===== src/rtl/btn_debounce_pulse.sv =====
`default_nettype none
// ============================================================================
//  Module      : btn_debounce_pulse
//  Description : Push-button conditioning. Each raw button is synchronised
//                with two flops, then debounced by its own four-state FSM
//                (IDLE / WAIT_PRESS / PRESSED / WAIT_RELEASE). The block
//                produces a registered debounced level and single-cycle
//                press and release pulses.
//                Optional macro BTN_AUTOREPEAT_EN adds a per-button repeat
//                timer. The timer re-issues btn_press while the button is
//                held.
//  Revision    : 1.0 - initial release
// ============================================================================
module btn_debounce_pulse #(
    parameter int N_BTN           = 5,
    parameter int DEBOUNCE_CYCLES = 1000000,
    parameter int CNT_W           = 20,
    parameter int REPEAT_DELAY    = 50000000,
    parameter int REPEAT_PERIOD   = 10000000
) (
    input  logic             ClkPort,
    input  logic             Reset,
    input  logic [N_BTN-1:0] btn_in,
    output logic [N_BTN-1:0] btn_level,
    output logic [N_BTN-1:0] btn_press,
    output logic [N_BTN-1:0] btn_release
);

    localparam logic [1:0] c_IDLE         = 2'd0;
    localparam logic [1:0] c_WAIT_PRESS   = 2'd1;
    localparam logic [1:0] c_PRESSED      = 2'd2;
    localparam logic [1:0] c_WAIT_RELEASE = 2'd3;

    // The counter value on the final stable sample of a debounce window.
    localparam logic [CNT_W-1:0] c_DEB_LAST = CNT_W'(DEBOUNCE_CYCLES - 1);

`ifdef BTN_AUTOREPEAT_EN
    localparam int c_RCNT_MAX = (REPEAT_DELAY > REPEAT_PERIOD) ? REPEAT_DELAY : REPEAT_PERIOD;
    localparam int c_RCNT_W   = $clog2(c_RCNT_MAX + 1);
    localparam logic [c_RCNT_W-1:0] c_DLY_LAST = c_RCNT_W'(REPEAT_DELAY - 1);
    localparam logic [c_RCNT_W-1:0] c_RPT_LAST = c_RCNT_W'(REPEAT_PERIOD - 1);
`endif

    // Reject configurations that cannot debounce or repeat correctly.
    if ((DEBOUNCE_CYCLES < 2) || (CNT_W < 1) || (REPEAT_DELAY < 1) || (REPEAT_PERIOD < 1) ||
        ((CNT_W < 31) && ((1 << CNT_W) <= DEBOUNCE_CYCLES))) begin : g_cfg_check
        $error("btn_debounce_pulse: illegal parameter combination");
    end

    logic [N_BTN-1:0] r_s1;
    logic [N_BTN-1:0] r_s2;

    // Two-flop synchroniser for the asynchronous button pins
    always_ff @(posedge ClkPort or posedge Reset) begin
        if (Reset) begin
            r_s1 <= '0;
            r_s2 <= '0;
        end else begin
            r_s1 <= btn_in;
            r_s2 <= r_s1;
        end
    end

    for (genvar i = 0; i < N_BTN; i++) begin : g_chan
        logic [1:0]       r_state;
        logic [1:0]       w_state_nxt;
        logic [CNT_W-1:0] r_cnt;
        logic [CNT_W-1:0] w_cnt_nxt;
        logic             r_level;
        logic             r_press;
        logic             r_release;
        logic             w_level_nxt;
        logic             w_press_nxt;
        logic             w_release_nxt;
        logic             w_rep_pulse;
        logic             w_s2;

        assign w_s2 = r_s2[i];

        // State register, debounce counter and registered outputs
        always_ff @(posedge ClkPort or posedge Reset) begin
            if (Reset) begin
                r_state   <= c_IDLE;
                r_cnt     <= '0;
                r_level   <= 1'b0;
                r_press   <= 1'b0;
                r_release <= 1'b0;
            end else begin
                r_state   <= w_state_nxt;
                r_cnt     <= w_cnt_nxt;
                r_level   <= w_level_nxt;
                r_press   <= w_press_nxt;
                r_release <= w_release_nxt;
            end
        end

        // Next state: count consecutive samples that disagree with the accepted level
        always_comb begin
            w_state_nxt = r_state;
            w_cnt_nxt   = r_cnt;
            case (r_state)
                c_IDLE: begin
                    if (w_s2) begin
                        w_state_nxt = c_WAIT_PRESS;
                        w_cnt_nxt   = CNT_W'(1);
                    end else begin
                        w_cnt_nxt   = '0;
                    end
                end
                c_WAIT_PRESS: begin
                    if (!w_s2) begin
                        w_state_nxt = c_IDLE;
                        w_cnt_nxt   = '0;
                    end else if (r_cnt == c_DEB_LAST) begin
                        w_state_nxt = c_PRESSED;
                        w_cnt_nxt   = '0;
                    end else begin
                        w_cnt_nxt   = r_cnt + CNT_W'(1);
                    end
                end
                c_PRESSED: begin
                    if (!w_s2) begin
                        w_state_nxt = c_WAIT_RELEASE;
                        w_cnt_nxt   = CNT_W'(1);
                    end else begin
                        w_cnt_nxt   = '0;
                    end
                end
                c_WAIT_RELEASE: begin
                    if (w_s2) begin
                        w_state_nxt = c_PRESSED;
                        w_cnt_nxt   = '0;
                    end else if (r_cnt == c_DEB_LAST) begin
                        w_state_nxt = c_IDLE;
                        w_cnt_nxt   = '0;
                    end else begin
                        w_cnt_nxt   = r_cnt + CNT_W'(1);
                    end
                end
                default: begin
                    w_state_nxt = c_IDLE;
                    w_cnt_nxt   = '0;
                end
            endcase
        end

        // Output values: pulses fire only on the edge that accepts a change
        always_comb begin
            w_level_nxt   = r_level;
            w_press_nxt   = w_rep_pulse;
            w_release_nxt = 1'b0;
            if ((r_state == c_WAIT_PRESS) && w_s2 && (r_cnt == c_DEB_LAST)) begin
                w_press_nxt = 1'b1;
                w_level_nxt = 1'b1;
            end
            if ((r_state == c_WAIT_RELEASE) && !w_s2 && (r_cnt == c_DEB_LAST)) begin
                w_release_nxt = 1'b1;
                w_level_nxt   = 1'b0;
            end
        end

`ifdef BTN_AUTOREPEAT_EN
        logic [c_RCNT_W-1:0] r_rcnt;
        logic                r_rep_phase;
        logic                w_holding;
        logic [c_RCNT_W-1:0] w_rep_last;

        // The first repeat waits the long delay; every later repeat uses the period.
        assign w_holding   = (r_state == c_PRESSED) && w_s2;
        assign w_rep_last  = r_rep_phase ? c_RPT_LAST : c_DLY_LAST;
        assign w_rep_pulse = w_holding && (r_rcnt == w_rep_last);

        // Repeat timer runs only while held in PRESSED and restarts on any exit
        always_ff @(posedge ClkPort or posedge Reset) begin
            if (Reset) begin
                r_rcnt      <= '0;
                r_rep_phase <= 1'b0;
            end else if (!w_holding) begin
                r_rcnt      <= '0;
                r_rep_phase <= 1'b0;
            end else if (w_rep_pulse) begin
                r_rcnt      <= '0;
                r_rep_phase <= 1'b1;
            end else begin
                r_rcnt      <= r_rcnt + c_RCNT_W'(1);
            end
        end
`else
        assign w_rep_pulse = 1'b0;
`endif

        assign btn_level[i]   = r_level;
        assign btn_press[i]   = r_press;
        assign btn_release[i] = r_release;
    end

endmodule
`default_nettype wire


===== config.mk =====
export PLATFORM = sky130hd
export DESIGN_NAME = btn_debounce_pulse
export DESIGN_NICKNAME = d
export VERILOG_FILES = /design/src/rtl/btn_debounce_pulse.sv
export SDC_FILE = /design/constraint.sdc
export NUM_CORES = 1
export LEC_CHECK = 0
export BUFFER_PORTS_ARGS = -buffer_cell sky130_fd_sc_hd__buf_2
export CELL_PAD_IN_SITES_DETAIL_PLACEMENT = 0
export CELL_PAD_IN_SITES_GLOBAL_PLACEMENT = 1
export CORE_MARGIN = 5
export CORE_UTILIZATION = 53
export DETAILED_ROUTE_END_ITERATION = 10
export GPL_TIMING_DRIVEN = 0
export PLACE_DENSITY_LB_ADDON = 0.08
export SYNTH_ARGS = -nofsm -noshare
export SYNTH_HDL_FRONTEND = slang
export SYNTH_SLANG_ARGS = --single-unit

===== constraint.sdc =====
create_clock -name ClkPort -period 7.9 [get_ports ClkPort]
set_input_delay 2.37 -clock ClkPort [delete_from_list [all_inputs] [get_ports ClkPort]]
set_output_delay 2.37 -clock ClkPort [all_outputs]
set_load 0.05 [all_outputs]

==> flow_summary.ini <==
[power_and_ir_drop]
power_frac_clock_pct = 51.0
pwr_density_cell_nw_per_um2 = 206
p_leak_nw = 2.98
p_total_mw = 1.52
pwr-share-seq_pct = 46.5
ir_drop_mv = 0.175
p_sw_uw = 338
combPwrFrac_pct = 2.5
internal_power_mw = 1.18
swShare_pct = 22.2

[detailed_routing]
drt_iter0_markers = 251
vias_per_cell = 5.65
route.detailed.drc = 0
routed_wl_um = 12200
wire_per_inst_um = 14.3
dr.pass1.iters = 7
num_vias = 4821
ant_nets = 0

[final_layout]
final_cells = 854
final_cell_mix = dfrtp_1, nor2_1, xnor2_1
final_common_cell = dfrtp_1
diodes = 0
drive_above_1_share_pct = 13.4
fill_cells = 996
syn_to_final_growth_pct = 14.1
layout.nets = 706

[critical_path]
cp_slowest_cell = dfrtp_1
critPathKind = reg2out
worst_path_largest_cell_delay_ps = 390
path_cells = buf_4 > buf_2
arrival_ps = 1180
crit_start = g_chan[1].r_level
worstSetupEndpointType = primary output
cp_max_fo = 2
r2r_start = g_chan[0].r_cnt[0]
required_ps = 5530
regToRegSetupSlack_ps = 5420
start_kind = register

[worst_hold_path]
min_path_type = reg2reg
hp-start = r_s1[2]

[timing]
layout_min_cycle_time_ps = 3550
max-slew-margin-rel_pct = 38.4
timing.hold.ws_ps = 352
hold_violations = 0
rsz0062_at_grt = no
final.setup.tns_ps = 0
maxSlewViolCount = 0
finalCritPeriodShare_pct = 44.9
tightest_slew_ps = 916
max_freq_mhz = 282
setup_viol = 0
skew_ps = 5.93

[status]
outcome = complete, no violations

[logic_synthesis]
postSynthAreaPerCell_um2 = 9.92
synth-edff-count = 0
syn_inst = 653
synth_seq_cells = 135
synth.area.mux_share_pct = 0.850
ys.flop_type = dfrtp_1
synth_top_family_by_area = simple AND/OR/NAND/NOR gates
synth-async-reset-ratio_pct = 100
synth_cell_types = 51
yosys.area_share.simple_pct = 24.2
synthAdderAreaFrac_pct = 0.966
synth_compound_area_share_pct = 8.73
synth_fp_nets = 665
ys_seq_area_share_pct = 52.2
synth-xor-area-share_pct = 8.38
yosys_warnings = 0
syn_area_um2 = 6480

[floorplan]
io_pins = 22
die_w_um = 121
core_um2 = 12000
start_util_pct = 53.9
die_height_um = 121
die_area_um2 = 14500
rows = 40

[cts]
cts_root_buf = clkbuf_16
worst_skew_pair.late_latency_ps = 420
cts_made_buffers = 17
cts_tree = built
post_cts_buffers = 0
cts_hold_buf = 0
cts_resized = 0
cts.clk_slew.worst_paths_ps = 60
htreeDepth = 4
cts_sinks = 135
cts_buffer_depth = 2

[place]
placed_cells_incl_taps = 822
io_buffers = 21
dp_hpwl_um = 8250
gp_congestion = 0.786

[global_routing]
track_usage_pct = 18.2
grt_pass1_wl_um = 21600
antenna_found_initial = 0
overflow = 0
grt_max_degree = 73
grt_pass1_vias = 4683

[flow_run]
cap_violations = 0
state kept, by name, indices dropped and copies added (netlist names), named ones only:
signal and flops:
g_chan.r_cnt 100, g_chan.r_level 5, g_chan.r_press 5, g_chan.r_release 5, g_chan.r_state 5, r_s1 5
r_s2 5
cells by family (layout without fill, tap and decap cells):
| kind of cell | Yosys count | count (layout) |
|---|---|---|
| AO/OA/AOI/OAI | 93 | 93 |
| buffers and inverters | 63 | 117 |
| flip-flops | 135 | 135 |
| multiplexers | 5 | 5 |
| AND/OR/NAND/NOR | 290 | 290 |
| XOR/XNOR | 62 | 62 |
| adder cells (fa/ha/maj) | 5 | 5 |
area by class of cell:
class,instances,area [µm²],area share [%]
clock buffers,18,439,5.94
flip-flops and latches,135,3380,45.7
clock inverters,14,150,2.03
plain buffers,34,195,2.64
repair buffers,22,133,1.80
well taps,147,184,2.49
inverters,29,114,1.54
multi-input cells,455,2800,37.8
power groups by stage:
stage / logic [mW] / clock network (mW) / registers (mW)
after floorplan: 0.0276 / 0 / 0.717
after global placement: 0.0375 / 0 / 0.719
after detailed placement: 0.0402 / 0 / 0.719
after CTS: 0.0404 / 0.797 / 0.707
after global routing: 0.0457 / 0.829 / 0.708
final: 0.0385 / 0.776 / 0.707
Yosys cell counts (13+ instances only):
master | number | area share (%)
a21oi_1 | 35 | 2.7
buf_4 | 16 | 1.9
dfrtp_1 | 135 | 52
inv_1 | 29 | 1.7
nand2_1 | 34 | 2.0
nand3_1 | 37 | 2.9
nand4_1 | 18 | 1.7
nor2_1 | 78 | 4.5
nor3_1 | 16 | 1.2
nor4_1 | 18 | 1.7
o21ai_0 | 25 | 1.9
or3_1 | 21 | 2.0
or4_1 | 13 | 1.5
xnor2_1 | 47 | 6.4
xor2_1 | 15 | 2.0
metal layers:
metal / vias to the layer above / global-route usage (%) / wire, µm
li1: 2381 / - / -
met2: 83 / 27.5 / 5580
met5: - / 0 / 0
met1: 2344 / 25.8 / 6040
met3: 13 / 4.26 / 437
met4: 0 / 6.66 / 171
worst max-delay path, delay by kind of cell, from the launching register on:
kind,cells,cell delay [ps]
DFF,1,390
buffers and inverters,2,370
per-stage QoR:
stage / instance area (µm²) / util, % / setup slack [ps]
floorplan: 6480 / - / 1920
global placement: 6770 / 56.3 / 382
detailed placement: 6800 / 56.6 / 4610
CTS: 7390 / 61.5 / 4320
global route: 7390 / 61.5 / 4300
finish: 7390 / 61.5 / 4350
worst paths after layout:
| check | endpoint | depth (start not counted) |
|---|---|---|
| max | btn_level[1] | 2 |
| min | r_s2[2] | 0 |
| max reg2reg | g_chan[0].r_cnt[7] | 7 |
| min reg2reg | r_s2[2] | 0 |
| max in group asynchronous | g_chan[0].r_cnt[19] | 3 |
| min in group asynchronous | g_chan[4].r_cnt[7] | 2 |
Note: power is estimated with default switching activity, not from simulation.
